==> config.mk <==
export PLATFORM = sky130hd
export DESIGN_NAME = bkm_data_step_driver
export DESIGN_NICKNAME = d
export VERILOG_FILES = /design/src/rtl/bkm_data_step_driver.sv
export SDC_FILE = /design/constraint.sdc
export NUM_CORES = 1
export LEC_CHECK = 0
export ABC_AREA = 1
export CORE_AREA = 2 2 278 280
export CTS_CLUSTER_SIZE = 24
export DETAILED_ROUTE_END_ITERATION = 8
export DIE_AREA = 0 0 280 282
export MAX_ROUTING_LAYER = met4
export PLACE_DENSITY_LB_ADDON = 0.2
export SLEW_MARGIN = 20
export SYNTH_ARGS = -nofsm -noshare
export SYNTH_HDL_FRONTEND = slang
export SYNTH_SLANG_ARGS = --single-unit
==> constraint.sdc <==
create_clock -name clk -period 2 [get_ports clk]
set_input_delay 0.5 -clock clk [delete_from_list [all_inputs] [get_ports clk]]
set_output_delay 0.5 -clock clk [all_outputs]
set_load 0.01 [all_outputs]
==> src/rtl/bkm_data_step_driver.sv <==
// Stimulus driver for the bkm_data_step DUT/checker pair: issues stream vectors
// one per cycle and delays each one so the checker sees it with the DUT result.
module bkm_data_step_driver #(
  parameter int unsigned W     = 64,
  parameter int unsigned LOG2N = 6,
  parameter int unsigned LAT   = 1,
  parameter int unsigned CW    = 16
) (
  input  logic             clk,
  input  logic             arst,
  input  logic             srst,
  input  logic             start,
  input  logic             vec_vld,
  output logic             vec_rdy,
  input  logic             vec_last,
  input  logic             vec_mode,
  input  logic [1:0]       vec_format,
  input  logic [LOG2N-1:0] vec_n,
  input  logic [1:0]       vec_d_x_n,
  input  logic [1:0]       vec_d_y_n,
  input  logic [W-1:0]     vec_X_n,
  input  logic [W-1:0]     vec_Y_n,
  input  logic [W-1:0]     vec_X_np1,
  input  logic [W-1:0]     vec_Y_np1,
  output logic             dut_vld,
  output logic             dut_mode,
  output logic [1:0]       dut_format,
  output logic [LOG2N-1:0] dut_n,
  output logic [1:0]       dut_d_x_n,
  output logic [1:0]       dut_d_y_n,
  output logic [W-1:0]     dut_X_n,
  output logic [W-1:0]     dut_Y_n,
  output logic             chk_enable,
  output logic             chk_mode,
  output logic [1:0]       chk_format,
  output logic [LOG2N-1:0] chk_n,
  output logic [1:0]       chk_d_x_n,
  output logic [1:0]       chk_d_y_n,
  output logic [W-1:0]     chk_X_n,
  output logic [W-1:0]     chk_Y_n,
  output logic [W-1:0]     chk_X_np1,
  output logic [W-1:0]     chk_Y_np1,
  output logic             busy,
  output logic             done,
  output logic [CW-1:0]    cnt_issued,
  output logic [CW-1:0]    cnt_checked
);

  typedef struct packed {
    logic             mode;
    logic [1:0]       format;
    logic [LOG2N-1:0] n;
    logic [1:0]       d_x_n;
    logic [1:0]       d_y_n;
    logic [W-1:0]     X_n;
    logic [W-1:0]     Y_n;
    logic [W-1:0]     X_np1;
    logic [W-1:0]     Y_np1;
  } vec_t;

  typedef enum logic [1:0] {S_IDLE, S_RUN, S_DRAIN, S_DONE} state_e;

  state_e            state_q, state_d;
  vec_t              cap_q, cap_d;
  logic              cap_vld_q, cap_vld_d;
  vec_t [LAT-1:0]    stg_q, stg_d;
  logic [LAT-1:0]    stg_vld_q, stg_vld_d;
  logic [CW-1:0]     iss_q, iss_d;
  logic [CW-1:0]     chk_q, chk_d;

  vec_t vin;
  logic accept;
  logic clear;
  logic pipe_busy;

  always_comb begin
    vin       = {vec_mode, vec_format, vec_n, vec_d_x_n, vec_d_y_n,
                 vec_X_n, vec_Y_n, vec_X_np1, vec_Y_np1};
    accept    = vec_vld && (state_q == S_RUN);
    clear     = start && ((state_q == S_IDLE) || (state_q == S_DONE));

    cap_d     = accept ? vin : cap_q;
    cap_vld_d = accept;

    // The capture register doubles as the DUT input register, so the LAT
    // delay stages sit behind it: chk_enable trails dut_vld by exactly LAT.
    stg_d        = stg_q;
    stg_vld_d    = stg_vld_q;
    stg_d[0]     = cap_q;
    stg_vld_d[0] = cap_vld_q;
    for (int unsigned i = 1; i < LAT; i++) begin
      stg_d[i]     = stg_q[i-1];
      stg_vld_d[i] = stg_vld_q[i-1];
    end

    // Empty after this edge: only the final stage may still be presenting.
    pipe_busy = cap_vld_q;
    for (int unsigned i = 0; i + 1 < LAT; i++) begin
      pipe_busy = pipe_busy | stg_vld_q[i];
    end

    state_d = state_q;
    unique case (state_q)
      S_IDLE, S_DONE: if (start) state_d = S_RUN;
      S_RUN:          if (accept && vec_last) state_d = S_DRAIN;
      S_DRAIN:        if (!pipe_busy) state_d = S_DONE;
      default:        state_d = S_IDLE;
    endcase

    iss_d = iss_q;
    chk_d = chk_q;
    if (clear) begin
      iss_d = '0;
      chk_d = '0;
    end else begin
      if (accept && (iss_q != '1)) iss_d = iss_q + CW'(1);
      if (stg_vld_q[LAT-1] && (chk_q != '1)) chk_d = chk_q + CW'(1);
    end

    if (srst) begin
      state_d   = S_IDLE;
      cap_d     = '0;
      cap_vld_d = 1'b0;
      stg_d     = '0;
      stg_vld_d = '0;
      iss_d     = '0;
      chk_d     = '0;
    end
  end

  always_ff @(posedge clk or negedge arst) begin
    if (!arst) begin
      state_q   <= S_IDLE;
      cap_q     <= '0;
      cap_vld_q <= 1'b0;
      stg_q     <= '0;
      stg_vld_q <= '0;
      iss_q     <= '0;
      chk_q     <= '0;
    end else begin
      state_q   <= state_d;
      cap_q     <= cap_d;
      cap_vld_q <= cap_vld_d;
      stg_q     <= stg_d;
      stg_vld_q <= stg_vld_d;
      iss_q     <= iss_d;
      chk_q     <= chk_d;
    end
  end

  assign vec_rdy     = (state_q == S_RUN);
  assign busy        = (state_q == S_RUN) || (state_q == S_DRAIN);
  assign done        = (state_q == S_DONE);
  assign cnt_issued  = iss_q;
  assign cnt_checked = chk_q;

  assign dut_vld    = cap_vld_q;
  assign dut_mode   = cap_q.mode;
  assign dut_format = cap_q.format;
  assign dut_n      = cap_q.n;
  assign dut_d_x_n  = cap_q.d_x_n;
  assign dut_d_y_n  = cap_q.d_y_n;
  assign dut_X_n    = cap_q.X_n;
  assign dut_Y_n    = cap_q.Y_n;

  assign chk_enable = stg_vld_q[LAT-1];
  assign chk_mode   = stg_q[LAT-1].mode;
  assign chk_format = stg_q[LAT-1].format;
  assign chk_n      = stg_q[LAT-1].n;
  assign chk_d_x_n  = stg_q[LAT-1].d_x_n;
  assign chk_d_y_n  = stg_q[LAT-1].d_y_n;
  assign chk_X_n    = stg_q[LAT-1].X_n;
  assign chk_Y_n    = stg_q[LAT-1].Y_n;
  assign chk_X_np1  = stg_q[LAT-1].X_np1;
  assign chk_Y_np1  = stg_q[LAT-1].Y_np1;

endmodule

# Yosys cells after proc, flatten, opt, wreduce, memory -nomap -nowiden
# Cells that the tools add are included.
# totals
reg_bits	574
input_bits	275
out_inout_bits	447
word_cells	62
# op_classes
addsub	2
n_eq_ne	8
mux	16
n_reduce_logical	13
# op_table
op	count
269-bit two-way mux	3
16-bit two-way mux	6
16-bit by 1-bit adder with 16-bit output (second input constant)	2
16-bit inequality test (second input constant)	2
2-bit two-way mux	4
3-bit inequality test (second input constant)	2
2-bit one-hot mux with 3 select lines	1
3-bit nonzero test	2
1-bit logical AND	5
2-bit equality test (second input constant)	2
3-bit by 2-bit inequality test with 1-bit output (second input constant)	1
3-bit AND reduction	1
2-bit by 1-bit equality test with 1-bit output (second input constant)	1
2-bit zero test	1
1-bit logical OR	2
1-bit two-way mux	2
2-bit nonzero test	1
2-bit OR reduction	1

# Depth between registers and ports, before layout
# Gate-level depths: netlist of run 1.
# logic_depth
depth_word	6
mapped_depth	10
depth_no_buf	10

# Least setup slack after synthesis of run 1
# Ideal clock, no wire load.
# synth_timing
path_type	reg2reg
start	reg state_q[0]
end	reg iss_q[9], in the netlist cnt_issued[9]
setup_ns	0.066
arrival_time_ns	1.570
setup_slack_ns	0.364
path_stages_with_launch	10
cell_sequence	dfrtp_1 -> inv_1 -> ha_1 -> nand2_1 -> inv_2 -> nor2_2 -> buf_4 -> buf_2 -> nand4_1 -> nand2_1
# synth_via
elab_chain_cells	5
word_cells_on_any_way	10
cone_classes	eq/ne: 2; mux: 2; reduce/logical: 6
# synth_rtl
item	line	rtl
start: declaration	63	state_e state_q, state_d;
start signal: assignment	141	state_q <= state_d;
2-bit equality test or 2-bit zero test (tied branches)	80	clear = start && ((state_q == S_IDLE) || (state_q == S_DONE));
1-bit logical OR	80	
1-bit logical AND	80	
16-bit two-way mux	112	if (clear) begin
16-bit two-way mux	120	if (srst) begin
end signal: assignment	146	iss_q <= iss_d;
end: declaration	68	logic [CW-1:0] iss_q, iss_d;
# Parallel ways exist; a longest one is shown, timed or not.
# A chain may end at the register's enable or synchronous reset.

# Final worst setup path of run 1
# layout_timing
start	reg state_q[1]
end	out busy
# layout_via
elab_chain_cells	2
word_cells_on_any_way	3
cone_classes	eq/ne: 2; reduce/logical: 1
# layout_rtl
item	line	rtl
2-bit by 1-bit equality test with 1-bit output or 2-bit equality test (tied branches)	152	assign busy = (state_q == S_RUN) || (state_q == S_DRAIN);
1-bit logical OR (*)	152	
end: declaration	43	output logic busy,
# Mark *: on every way between the ends. The rest lies on a longest branch, timed or not.

==> flow_metrics.py, run 1 <==
metrics = {
    "run_status": {
        "status": "finished, final reports clean",
    },
    "synth": {
        "ys_warn_count": 0,
        "synth_area_per_cell_sq_um": 9.966,
        "synthMuxAreaShare": 0,
        "ys_ff_latch": 574,
        "synth_top_family_by_area": "simple AND/OR/NAND/NOR gates",
        "synthDistinctLibCells": 28,
        "synthSimpleGateAreaFrac": 0.1359,
        "netlist_instances": 2168,
        "synth_fa_ha_area_frac": 0.003474,
        "synth_fp_nets": 2449,
        "synth_compound_area_frac": 0.06891,
        "yosysSeqAreaShare": 0.6648,
        "syn_area_sq_um": 21610,
        "synth-xor-area-share": 0.004864,
    },
    "placement": {
        "place_hpwl_mm": 51.35,
        "globalplace.congestion": 0.8459,
        "port-buffer-count": 721,
        "place_worst_setup_slack_ns": -0.05032,
    },
    "drt": {
        "wl_per_cell_um": 18.12,
        "drc_errors": 0,
        "drt_iter0_drc": 940,
        "num_vias": 16300,
        "ant_nets": 0,
        "first_pass_iters": 4,
        "via_per_inst": 4.247,
        "wirelength_mm": 69.53,
    },
    "final_layout": {
        "fin_nets": 3083,
        "final_common_cell": "dfrtp_1",
        "layout_common_cells": "570 x dfrtp_1, 384 x nand2_1, 360 x dlygate4sd2_1, 318 x clkdlybuf4s50_1, 300 x nor2_1",
        "fillers": 7524,
        "drive_gt1_frac": 0.07163,
        "fin_util": 0.4136,
        "area_growth_pct": 44.90,
    },
    "die": {
        "io_pins": 722,
        "die_area_sq_um": 78960,
        "start_util": 0.2854,
        "std_cell_rows": 101,
        "die_h_um": 282,
        "core_sq_um": 75700,
        "die_x_um": 280,
    },
    "worst_setup_path": {
        "cp.required_ns": 1.50,
        "critPathMaxStageDelay_ns": 0.44,
        "startpoint_type": "register",
        "path_cells": "ha_4 > inv_4 > buf_6",
        "crit_slowest_cell": "dfrtp_2",
        "critPathMaxFanout": 3,
        "critPathCaptureType": "output port",
        "path_class": "reg2out",
        "arrival_ns": 1.45,
    },
    "timing": {
        "fmax_ghz": 0.5129,
        "finalCritPeriodShare": 0.9748,
        "tightestPinTransition_ns": 0.7676,
        "fin_worst_skew_ns": 0.01573,
        "fin_ws_ns": 0.05042,
        "grt_setup_unrepaired": "yes",
        "slew_headroom": 0.4883,
        "setup_viol": 0,
        "fin_crit_ns": 1.950,
        "maxSlewViolCount": 0,
        "finalHoldViolations": 0,
    },
    "hold_path": {
        "hp-class": "in2reg",
    },
    "grt": {
        "track_usage": 0.1776,
        "grt_antenna_before_repair": 13,
        "grt_pass1_vias": 17190,
        "grt_max_degree": 124,
        "grt_overflow": 0,
        "grt_pass1_wl_mm": 103.7,
    },
    "clock_network": {
        "worstSkewPairLatency_ns": 0.58,
        "cts_tree": "yes",
        "path_clk_slew_ns": 0.06,
        "cts-root-buf": "clkbuf_16",
        "cts_buffers": 67,
        "cts_max_level": 3,
        "cts_num_sinks": 574,
        "cts_max_path_buffers": 3,
    },
    "power": {
        "pwr_density_cell_nw_per_um2": 965.9,
        "p_leak_nw": 16.40,
        "max-vdd-ir-drop_mv": 0.5449,
    },
    "flow_run": {
        "maxCapViolations": 0,
    },
}
flip-flops by register name, indices dropped and copies added (netlist names), 16 cells and up:
name / flops
chk_Y_np1: 64
chk_Y_n: 64
cnt_checked: 16
dut_X_n: 64
dut_Y_n: 64
cnt_issued: 16
cap_q: 128
chk_X_n: 64
chk_X_np1: 64
cell usage after synthesis:
library cell / count / share of area
buf_1: 6 / 0.0010
o21bai_1: 5 / 0.0017
o21ai_0: 5 / 0.0012
nand3_1: 36 / 0.0083
buf_2: 63 / 0.015
nand2_4: 1 / 0.00052
a21oi_1: 5 / 0.0012
xor2_1: 5 / 0.0020
clkbuf_1: 21 / 0.0036
nor3_1: 5 / 0.0012
nor2_1: 300 / 0.052
inv_1: 299 / 0.052
nand2_1: 385 / 0.067
dfrtp_1: 574 / 0.66
buf_6: 2 / 0.0010
xnor2_1: 7 / 0.0028
nand4_1: 3 / 0.00087
buf_4: 141 / 0.049
o21ai_1: 277 / 0.064
inv_2: 3 / 0.00052
ha_1: 6 / 0.0035
nand3b_1: 1 / 0.00035
nor2_4: 4 / 0.0021
nor2_2: 5 / 0.0014
nor2_8: 1 / 0.00093
nand2_2: 4 / 0.0012
clkinv_1: 2 / 0.00035
o211ai_1: 2 / 0.00069
layer usage:
| metal | track usage | vias up | wire, um |
|---|---|---|---|
| met5 | - | - | 0 |
| met4 | 0.07706 | 0 | 2705 |
| met3 | 0.05477 | 133 | 5428 |
| met2 | 0.2974 | 560 | 34880 |
| met1 | 0.1951 | 7891 | 26510 |
| li1 | - | 7715 | - |
critical path, delay by kind of cell, from the launching register on:
family	cells	cell delay (ns)
flops	1	0.44
fa+ha+maj	1	0.29
buf+inv	2	0.15
stage by stage:
stage          cell area (sq um)  instances  power (mW)  hold slack, ns  TNS (ns)
2_1_floorplan              21610       2168       16.09          0.2044         0
3_3_place_gp               29470       3708       19.27          0.4537   -0.1218
3_5_place_dp               29470       3708       19.34          0.4582   -0.3034
4_1_cts                    31170       3825       30.77          0.2185  -0.05361
5_1_grt                    31310       3838       31.80          0.2379  -0.01352
6_report                   31310       3838       30.24          0.2676         0
power breakdown:
part / internal, mW / switching (mW) / total, mW
logic: 2.31 / 3.09 / 5.40
registers: 12.8 / 0.450 / 13.2
clock network: 6.85 / 4.78 / 11.6
total: 21.9 / 8.32 / 30.2
path summary, 6_finish.rpt:
kind	from	endpoint	slack, ns	cells after the start
min in group asynchronous	arst	chk_X_n[59]	0.44	2
max in group asynchronous	arst	cap_q[3]	0.70	3
min	srst	cnt_issued[7]	0.27	4
min reg2reg	cap_q[23]	chk_Y_np1[23]	0.47	2
max reg2reg	state_q[1]	cnt_checked[11]	0.26	7
max	state_q[1]	busy	0.05	3
cell type report:
cell class	instances	area [sq um]	area share
sequential	574	14370	0.4590
clock inverter	13	110.1	0.003517
tap	978	1224	0.03909
antenna	12	30.03	0.0009592
inverter	304	1144	0.03653
multi-input combinational	1057	4649	0.1485
clock buffer	102	1982	0.06330
timing repair buffer	798	7800	0.2491
repair_timing:
| item | CTS | global route |
|---|---|---|
| endpoints found under the setup margin | 363 | 40 |
| pin swaps | 0 | 1 |
| resized for setup | 384 | 41 |
| hold endpoints to repair | 18 | 0 |
| setup buffers | 2 | 1 |
| hold buffers | 1 | 0 |
cells by family after synthesis:
| logic type | after synthesis |
|---|---|
| simple gates | 745 |
| xor+xnor | 12 |
| fa+ha+maj | 6 |
| flops | 574 |
| buf+inv | 537 |
| compound gates | 294 |
No activity file was read; power rests on OpenSTA's default activity.
==> run 2: changes to the inputs <==
--- a/config.mk
+++ b/config.mk
@@ -6,8 +6,9 @@
 export NUM_CORES = 1
 export LEC_CHECK = 0
 export ABC_AREA = 1
+export CAP_MARGIN = 20
 export CORE_AREA = 2 2 278 280
-export CTS_CLUSTER_SIZE = 24
+export CTS_CLUSTER_SIZE = 8
 export DETAILED_ROUTE_END_ITERATION = 8
 export DIE_AREA = 0 0 280 282
 export MAX_ROUTING_LAYER = met4
==> constraint.sdc (replaced) <==
create_clock -name clk -period 1.75 [get_ports clk]
set_input_delay 0.4375 -clock clk [delete_from_list [all_inputs] [get_ports clk]]
set_output_delay 0.4375 -clock clk [all_outputs]
set_load 0.01 [all_outputs]
==> flow_metrics.py, run 2 (same netlist as run 1, synthesis figures left out) <==
metrics = {
    "drt": {
        "via_per_inst": 4.326,
        "wl_per_cell_um": 18.62,
        "ant_nets": 0,
        "drt_iter0_drc": 804,
        "num_vias": 16830,
        "drc_errors": 0,
        "first_pass_iters": 5,
        "wirelength_mm": 72.42,
    },
    "run_status": {
        "status": "finished, violations left",
        "violations": "negative setup slack",
    },
    "final_layout": {
        "final_area_sq_um": 32300,
        "fin_nets": 3171,
        "fin_util": 0.4267,
        "area_growth_pct": 49.48,
        "final_common_cell": "dfrtp_1",
        "fillers": 7305,
        "largest_register": "cap_q",
        "multi_input_area_sq_um": 4690,
        "layout_common_cells": "563 x dfrtp_1, 381 x nand2_1, 300 x nor2_1, 297 x inv_1, 276 x o21ai_1",
        "ff_latch_area_sq_um": 14380,
        "largest_register_ffs": 128,
        "drive_gt1_frac": 0.1351,
    },
    "timing": {
        "grt_setup_unrepaired": "yes",
        "slew_headroom": 0.6155,
        "fin_worst_skew_ns": 0.02783,
        "fin_crit_ns": 1.908,
        "setup_viol": 3,
        "tightestPinTransition_ns": 0.5768,
        "fmax_ghz": 0.5240,
        "maxSlewViolCount": 0,
        "fin_ws_ns": -0.1584,
        "finalHoldViolations": 0,
        "whs_ns": 0.1802,
        "finalCritPeriodShare": 1.091,
    },
    "hold_path": {
        "hp-class": "in2reg",
        "holdCritStartpoint": "srst",
    },
    "worst_setup_path": {
        "rrSetupSlack_ns": 0.03,
        "cp.required_ns": 1.31,
        "startpoint_type": "register",
        "startpoint": "state_q[1]",
        "critPathMaxFanout": 3,
        "arrival_ns": 1.47,
        "r2r_start": "state_q[1]",
        "path_class": "reg2out",
        "critPathCaptureType": "output port",
    },
    "power": {
        "finalPower_mw": 36.41,
        "pwr_density_cell_nw_per_um2": 1127,
        "p_leak_nw": 15.41,
        "max-vdd-ir-drop_mv": 0.8138,
    },
    "die": {
        "die_h_um": 282,
        "die_x_um": 280,
        "io_pins": 722,
        "start_util": 0.2854,
        "std_cell_rows": 101,
        "core_sq_um": 75700,
        "die_area_sq_um": 78960,
    },
    "clock_network": {
        "path_clk_slew_ns": 0.05,
        "worstSkewPairLatency_ns": 0.63,
        "cts_num_sinks": 574,
        "cts_max_level": 3,
        "cts_max_path_buffers": 3,
        "cts_tree": "yes",
        "cts-root-buf": "clkbuf_16",
        "cts_buffers": 83,
    },
    "grt": {
        "grt_overflow": 0,
        "grt_pass1_vias": 17870,
        "track_usage": 0.1829,
        "grt_pass1_wl_mm": 106.6,
        "grt_max_degree": 92,
        "grt_antenna_before_repair": 11,
    },
    "placement": {
        "port-buffer-count": 721,
        "globalplace.congestion": 0.8711,
        "place_worst_setup_slack_ns": -0.2065,
        "place_hpwl_mm": 52.73,
        "placed_cell_area_sq_um": 29850,
    },
    "flow_run": {
        "maxCapViolations": 0,
    },
}
run 2: metrics by stage:
stage	setup TNS [ns]	cells
final	-0.4203	3890
after global routing	-2.268	3890
after CTS	-0.6046	3869
after detailed placement	-40.98	3748
after global placement	-41.11	3748
after floorplan	0	2168
run 2: area by class of cell:
type / count / area share
inverters: 304 / 0.03533
flip-flops and latches: 574 / 0.4452
well taps: 978 / 0.03789
repair buffers: 869 / 0.2639
multi-input cells: 1058 / 0.1452
diodes: 10 / 0.0007748
clock buffers: 86 / 0.06528
clock inverters: 11 / 0.006431
run 2: metal layers:
layer / part of all wire / global-route usage / routed length (um)
met1: 0.38 / 0.2016 / 27400
met2: 0.50 / 0.3079 / 36470
met3: 0.078 / 0.05320 / 5641
met4: 0.040 / 0.07925 / 2914
met5: 0 / - / 0
run 2: repair_timing:
action / CTS / global route
pin swaps: 0 / 4
hold endpoints to repair: 17 / 0
hold buffers: 1 / 0
setup endpoints to repair: 447 / 116
buffers inserted: 23 / 7
cloned: 0 / 5
resized for setup: 879 / 99
run 2: path summary, 6_finish.rpt:
| kind | to | depth (start not counted) |
|---|---|---|
| setup / recovery | busy | 3 |
| hold / removal | cnt_issued[7] | 4 |
| setup reg to reg | dut_Y_n[4] | 8 |
| hold reg to reg | chk_X_np1[13] | 2 |
| max in group asynchronous | chk_X_n[32] | 3 |
| min in group asynchronous | chk_X_n[59] | 2 |
run 2: worst max-delay path, cell delays in order, from the launching register on:
cell     delay, ns
dfrtp_1       0.43
ha_4          0.30
inv_2         0.04
buf_6         0.11
run 2: report_power, final:
| group | internal, mW | leakage, nW | total [mW] | switching, mW |
|---|---|---|---|---|
| combinational | 3.01 | 6.36 | 6.72 | 3.72 |
| clock | 8.69 | 1.13 | 14.5 | 5.84 |
| sequential | 14.6 | 7.92 | 15.2 | 0.546 |
==> run 3: changes to the inputs <==
--- a/config.mk
+++ b/config.mk
@@ -11,8 +11,10 @@
 export CTS_CLUSTER_SIZE = 8
 export DETAILED_ROUTE_END_ITERATION = 8
 export DIE_AREA = 0 0 280 282
+export GPL_ROUTABILITY_DRIVEN = 0
 export MAX_ROUTING_LAYER = met4
 export PLACE_DENSITY_LB_ADDON = 0.2
+export SKIP_LAST_GASP = 1
 export SLEW_MARGIN = 20
 export SYNTH_ARGS = -nofsm -noshare
 export SYNTH_HDL_FRONTEND = slang
==> flow_metrics.py, run 3 (same netlist as run 1, synthesis figures left out) <==
metrics = {
    "final_layout": {
        "ff_latch_area_sq_um": 14380,
        "final_area_sq_um": 32290,
        "instances_no_fill": 3890,
        "multi_input_area_sq_um": 4690,
        "layout_common_cells": "563 x dfrtp_1, 381 x nand2_1, 300 x nor2_1, 297 x inv_1, 276 x o21ai_1",
        "fin_nets": 3171,
        "area_growth_pct": 49.46,
        "drive_gt1_frac": 0.1351,
        "fillers": 7304,
        "largest_register_ffs": 128,
        "largest_register": "cap_q",
        "final_common_cell": "dfrtp_1",
    },
    "drt": {
        "first_pass_iters": 5,
        "via_per_inst": 4.320,
        "wl_per_cell_um": 18.61,
        "drc_errors": 0,
        "ant_nets": 0,
        "wirelength_mm": 72.38,
        "num_vias": 16810,
        "drt_iter0_drc": 800,
    },
    "power": {
        "p_leak_nw": 15.41,
        "max-vdd-ir-drop_mv": 0.8139,
        "pwr_density_cell_nw_per_um2": 1127,
        "finalPower_mw": 36.40,
    },
    "timing": {
        "fin_ws_ns": -0.1584,
        "fmax_ghz": 0.5240,
        "fin_worst_skew_ns": 0.03118,
        "grt_setup_unrepaired": "yes",
        "tightestPinTransition_ns": 0.5776,
        "slew_headroom": 0.6149,
        "fin_crit_ns": 1.908,
        "finalCritPeriodShare": 1.091,
        "maxSlewViolCount": 0,
        "finalHoldViolations": 0,
        "setup_viol": 3,
        "whs_ns": 0.1810,
    },
    "worst_setup_path": {
        "arrival_ns": 1.47,
        "critPathMaxStageDelay_ns": 0.43,
        "path_class": "reg2out",
        "cp.required_ns": 1.31,
        "critPathCaptureType": "output port",
        "path_cells": "ha_4 > inv_2 > buf_6",
        "critPathMaxFanout": 3,
        "crit_slowest_cell": "dfrtp_1",
        "startpoint_type": "register",
    },
    "die": {
        "io_pins": 722,
        "std_cell_rows": 101,
        "die_area_sq_um": 78960,
        "start_util": 0.2854,
        "die_x_um": 280,
        "die_h_um": 282,
        "core_sq_um": 75700,
    },
    "clock_network": {
        "cts_buffers": 83,
        "cts_num_sinks": 574,
        "cts_max_level": 3,
        "cts-root-buf": "clkbuf_16",
        "path_clk_slew_ns": 0.05,
        "cts_tree": "yes",
        "worstSkewPairLatency_ns": 0.63,
        "cts_max_path_buffers": 3,
    },
    "placement": {
        "place_hpwl_mm": 52.73,
        "placed_cells": 3748,
        "place_worst_setup_slack_ns": -0.2065,
        "port-buffer-count": 721,
        "placed_cell_area_sq_um": 29850,
    },
    "grt": {
        "track_usage": 0.1829,
        "grt_pass1_wl_mm": 106.6,
        "grt_overflow": 0,
        "grt_max_degree": 92,
        "grt_antenna_before_repair": 11,
        "grt_pass1_vias": 17870,
    },
    "run_status": {
        "status": "finished, violations left",
        "violations": "negative setup slack",
    },
    "hold_path": {
        "hp-class": "in2reg",
    },
    "flow_run": {
        "maxCapViolations": 0,
    },
}
## run 3: cell counts in the layout (fill, tap and decap cells not counted)
Identical to the previous run, type by type.
## run 3: area by class of cell
| type | count | area share |
|---|---|---|
| Sequential cell | 574 | 0.4452 |
| Timing Repair Buffer | 869 | 0.2639 |
| Multi-Input combinational cell | 1058 | 0.1452 |
| Clock buffer | 86 | 0.06528 |
| Tap cell | 978 | 0.03789 |
| Inverter | 304 | 0.03533 |
| Clock inverter | 11 | 0.006432 |
| Antenna cell | 10 | 0.0007749 |
## run 3: power breakdown
| group | leakage (nW) | total (mW) | internal (mW) | switching (mW) |
|---|---|---|---|---|
| clock network | 1.13 | 14.5 | 8.69 | 5.84 |
| registers | 7.92 | 15.2 | 14.6 | 0.546 |
| logic | 6.36 | 6.72 | 3.00 | 3.72 |
## run 3: per-layer routing
metal	vias to the layer above	track usage	share of wire
li1	7867	-	-
met1	8130	0.2016	0.38
met2	645	0.3079	0.50
met3	163	0.05320	0.077
met4	0	0.07925	0.040
met5	-	-	0
## run 3: critical path: cells and delay by family (launching register included)
| kind | cells | cell delay [ns] |
|---|---|---|
| flip-flops | 1 | 0.43 |
| adder cells (fa/ha/maj) | 1 | 0.30 |
| buffers and inverters | 2 | 0.15 |
## run 3: stage by stage
step           TNS, ns    util
2_1_floorplan        0       -
3_3_place_gp    -41.11  0.3943
3_5_place_dp    -40.98  0.3943
4_1_cts        -0.6046  0.4246
5_1_grt         -2.480  0.4266
6_report       -0.4202  0.4266
## run 3: final timing paths
| check | startpoint | end | slack, ns | depth (start not counted) |
|---|---|---|---|---|
| max | state_q[1] | busy | -0.16 | 3 |
| min | srst | cnt_issued[7] | 0.18 | 4 |
| max reg2reg | state_q[1] | cap_q[28] | 0.03 | 9 |
| min reg2reg | cap_q[77] | chk_X_np1[13] | 0.46 | 2 |
| max in group asynchronous | arst | chk_X_n[32] | 0.65 | 3 |
| min in group asynchronous | arst | dut_Y_n[52] | 0.38 | 2 |
## run 3: timing repair
item / CTS / global route
endpoints found under the setup margin: 447 / 116
endpoints found under the hold margin: 17 / 0
hold buffers: 1 / 0
gates cloned: 0 / 5
pin swaps: 0 / 4
setup buffers: 23 / 7
resized for setup: 879 / 98
==> variant, RTL diff (settings of run 3) <==
`CW`: 16 -> 18.
--- a/src/rtl/bkm_data_step_driver.sv
+++ b/src/rtl/bkm_data_step_driver.sv
@@ -4,7 +4,7 @@
   parameter int unsigned W     = 64,
   parameter int unsigned LOG2N = 6,
   parameter int unsigned LAT   = 1,
-  parameter int unsigned CW    = 16
+  parameter int unsigned CW    = 18
 ) (
   input  logic             clk,
   input  logic             arst,
Interface: changed (resized cnt_checked and cnt_issued); port bits go from 722 to 726. No check against the original RTL was run, so the function may have changed too.
==> variant against run 3 <==
- the flow still finishes with violations (negative setup slack)
- final cell count grew 1.8%
- critical path depth is the same
- sequential cell count grew 4
- synthesized area grew 1.7%
- via count grew 3.6%
- synthesized cell count grew 2.8%
- worst setup slack gained 0.0019 ns
- wire length grew 5.6%
- final area grew 2.1%
- total power shrank 0.38%
- combinational power grew 0.7%
- maximum frequency is essentially flat
==> variant: results (changes against run 3) <==
| Metric | Value |
|---|---|
| Status | complete, but fails checks |
| Failing checks | negative setup slack |
| Min-Delay Path Depth | 2 (-2) |
| Global Route met2 Usage | 0.322 (+0.0136) |
| Synth Area in Adders | 0.00342 (-0.0000570) |
| Area contributors post-synth | dfrtp_1 66%, nand2_1 6.4%, o21ai_0 6.2% |
| Reg power frac | 0.419 (+0.003) |
| Setup WS post-layout | -0.157 ns (+0.00187 ns) |
| Met1 usage | 0.215 (+0.0135) |
| Slew headroom | 0.640 (+0.0254) |
| Worst Hold End | chk_n[3] |
| Post-detailed-placement half-perimeter wirelength | 55100 microns (+4.5%) |
| Synth cell types | 30 (+7.1%) |
| Hold slack | 0.0948 ns (-0.0862 ns) |
| GR Util All Layers | 0.191 (+0.00837) |
| Clk_lat worst skew | 0.61 ns (-0.02 ns) |
| Switching share of power | 0.276 (-0.00157) |
| Final-layout fill cell count | 7239 (-0.89%) |
| Multiplexer share of the synthesized area | 0.000456 (+0.000456) |
| Share of post-route cells with drive strength above 1 | 0.136 (+0.000474) |
| Synth Area in Compound Gates | 0.0684 (-0.000504) |
| I/O Buffers | 725 (+0.55%) |
| Reg2reg start | state_q[0] |
| Non-clock buffer share | 0.271 (+0.00701) |
| Met3 Usage GRT | 0.0578 (+0.00456) |
| Drt wl/cell | 19.3 microns (+3.7%) |
| Worst r2r path cells | 10 (+1) |
| Multi-input combinational area share | 0.148 (+0.00312) |
| Comb pwr share | 0.187 (+0.002) |
| First-pass GRT wire length | 112000 microns (+4.7%) |
| Total clock sinks | 578 (+0.70%) |
| Placed cell count | 3803 (+1.5%) |
| Pleak | 15.9 nW (+3.0%) |
| Final setup vio count | 3 (unchanged) |
| Final #Nets | 3245 (+2.3%) |
| Syn avg cell area | 9.86 sq um (-1.1%) |
| Total number of vias | 17400 (+3.6%) |
| Placed cell area | 0.0303 sq mm (+1.4%) |
| Comb power | 6.77 mW (+0.7%) |
| Iteration-0 DRC Markers | 1031 (+29%) |
| Mapped Nets | 2509 (+2.4%) |
| Slowest cell on crit path | dfrtp_2 |
| Nonclk buf count | 890 (+2.4%) |
| Area of the multi-input gates | 0.00489 sq mm (+4.3%) |
| Seq/Total Area, Yosys | 0.658 (-0.00635) |
| Pre-Repair DR Iteration Count | 7 (+2) |
variant: cell count changes in the layout (fill, tap and decap cells not counted), sizes merged, moves of 5 or more:
cell,before,now
nor2,311,326
nand2,390,384
o21ai,282,293
nand3,36,61
clkdlybuf4s15,292,262
buf,177,192
clkbuf,119,101
inv,304,314
o21bai,5,0
dlygate4sd2,94,148
variant: through the flow:
step                setup TNS (ns)  setup slack, ns
floorplan                        0           0.0871
global route                 -1.00           -0.223
global placement            -59.84           -0.269
CTS                         -0.652           -0.232
detailed placement          -52.93           -0.263
finish                      -0.410           -0.157
variant: what timing repair did:
action | CTS | global route
setup buffers | 29 | 15
hold buffers | 1 | 0
resized for setup | 877 | 74
hold endpoints to repair | 2 | 0
cloned | 0 | 10
setup endpoints to repair | 500 | 142
pin swaps | 0 | 9
variant: per-layer routing:
metal,share of wire,wire length (microns)
met5,0,0
met4,0.030,2260
met3,0.080,6150
met2,0.50,38500
met1,0.39,29500
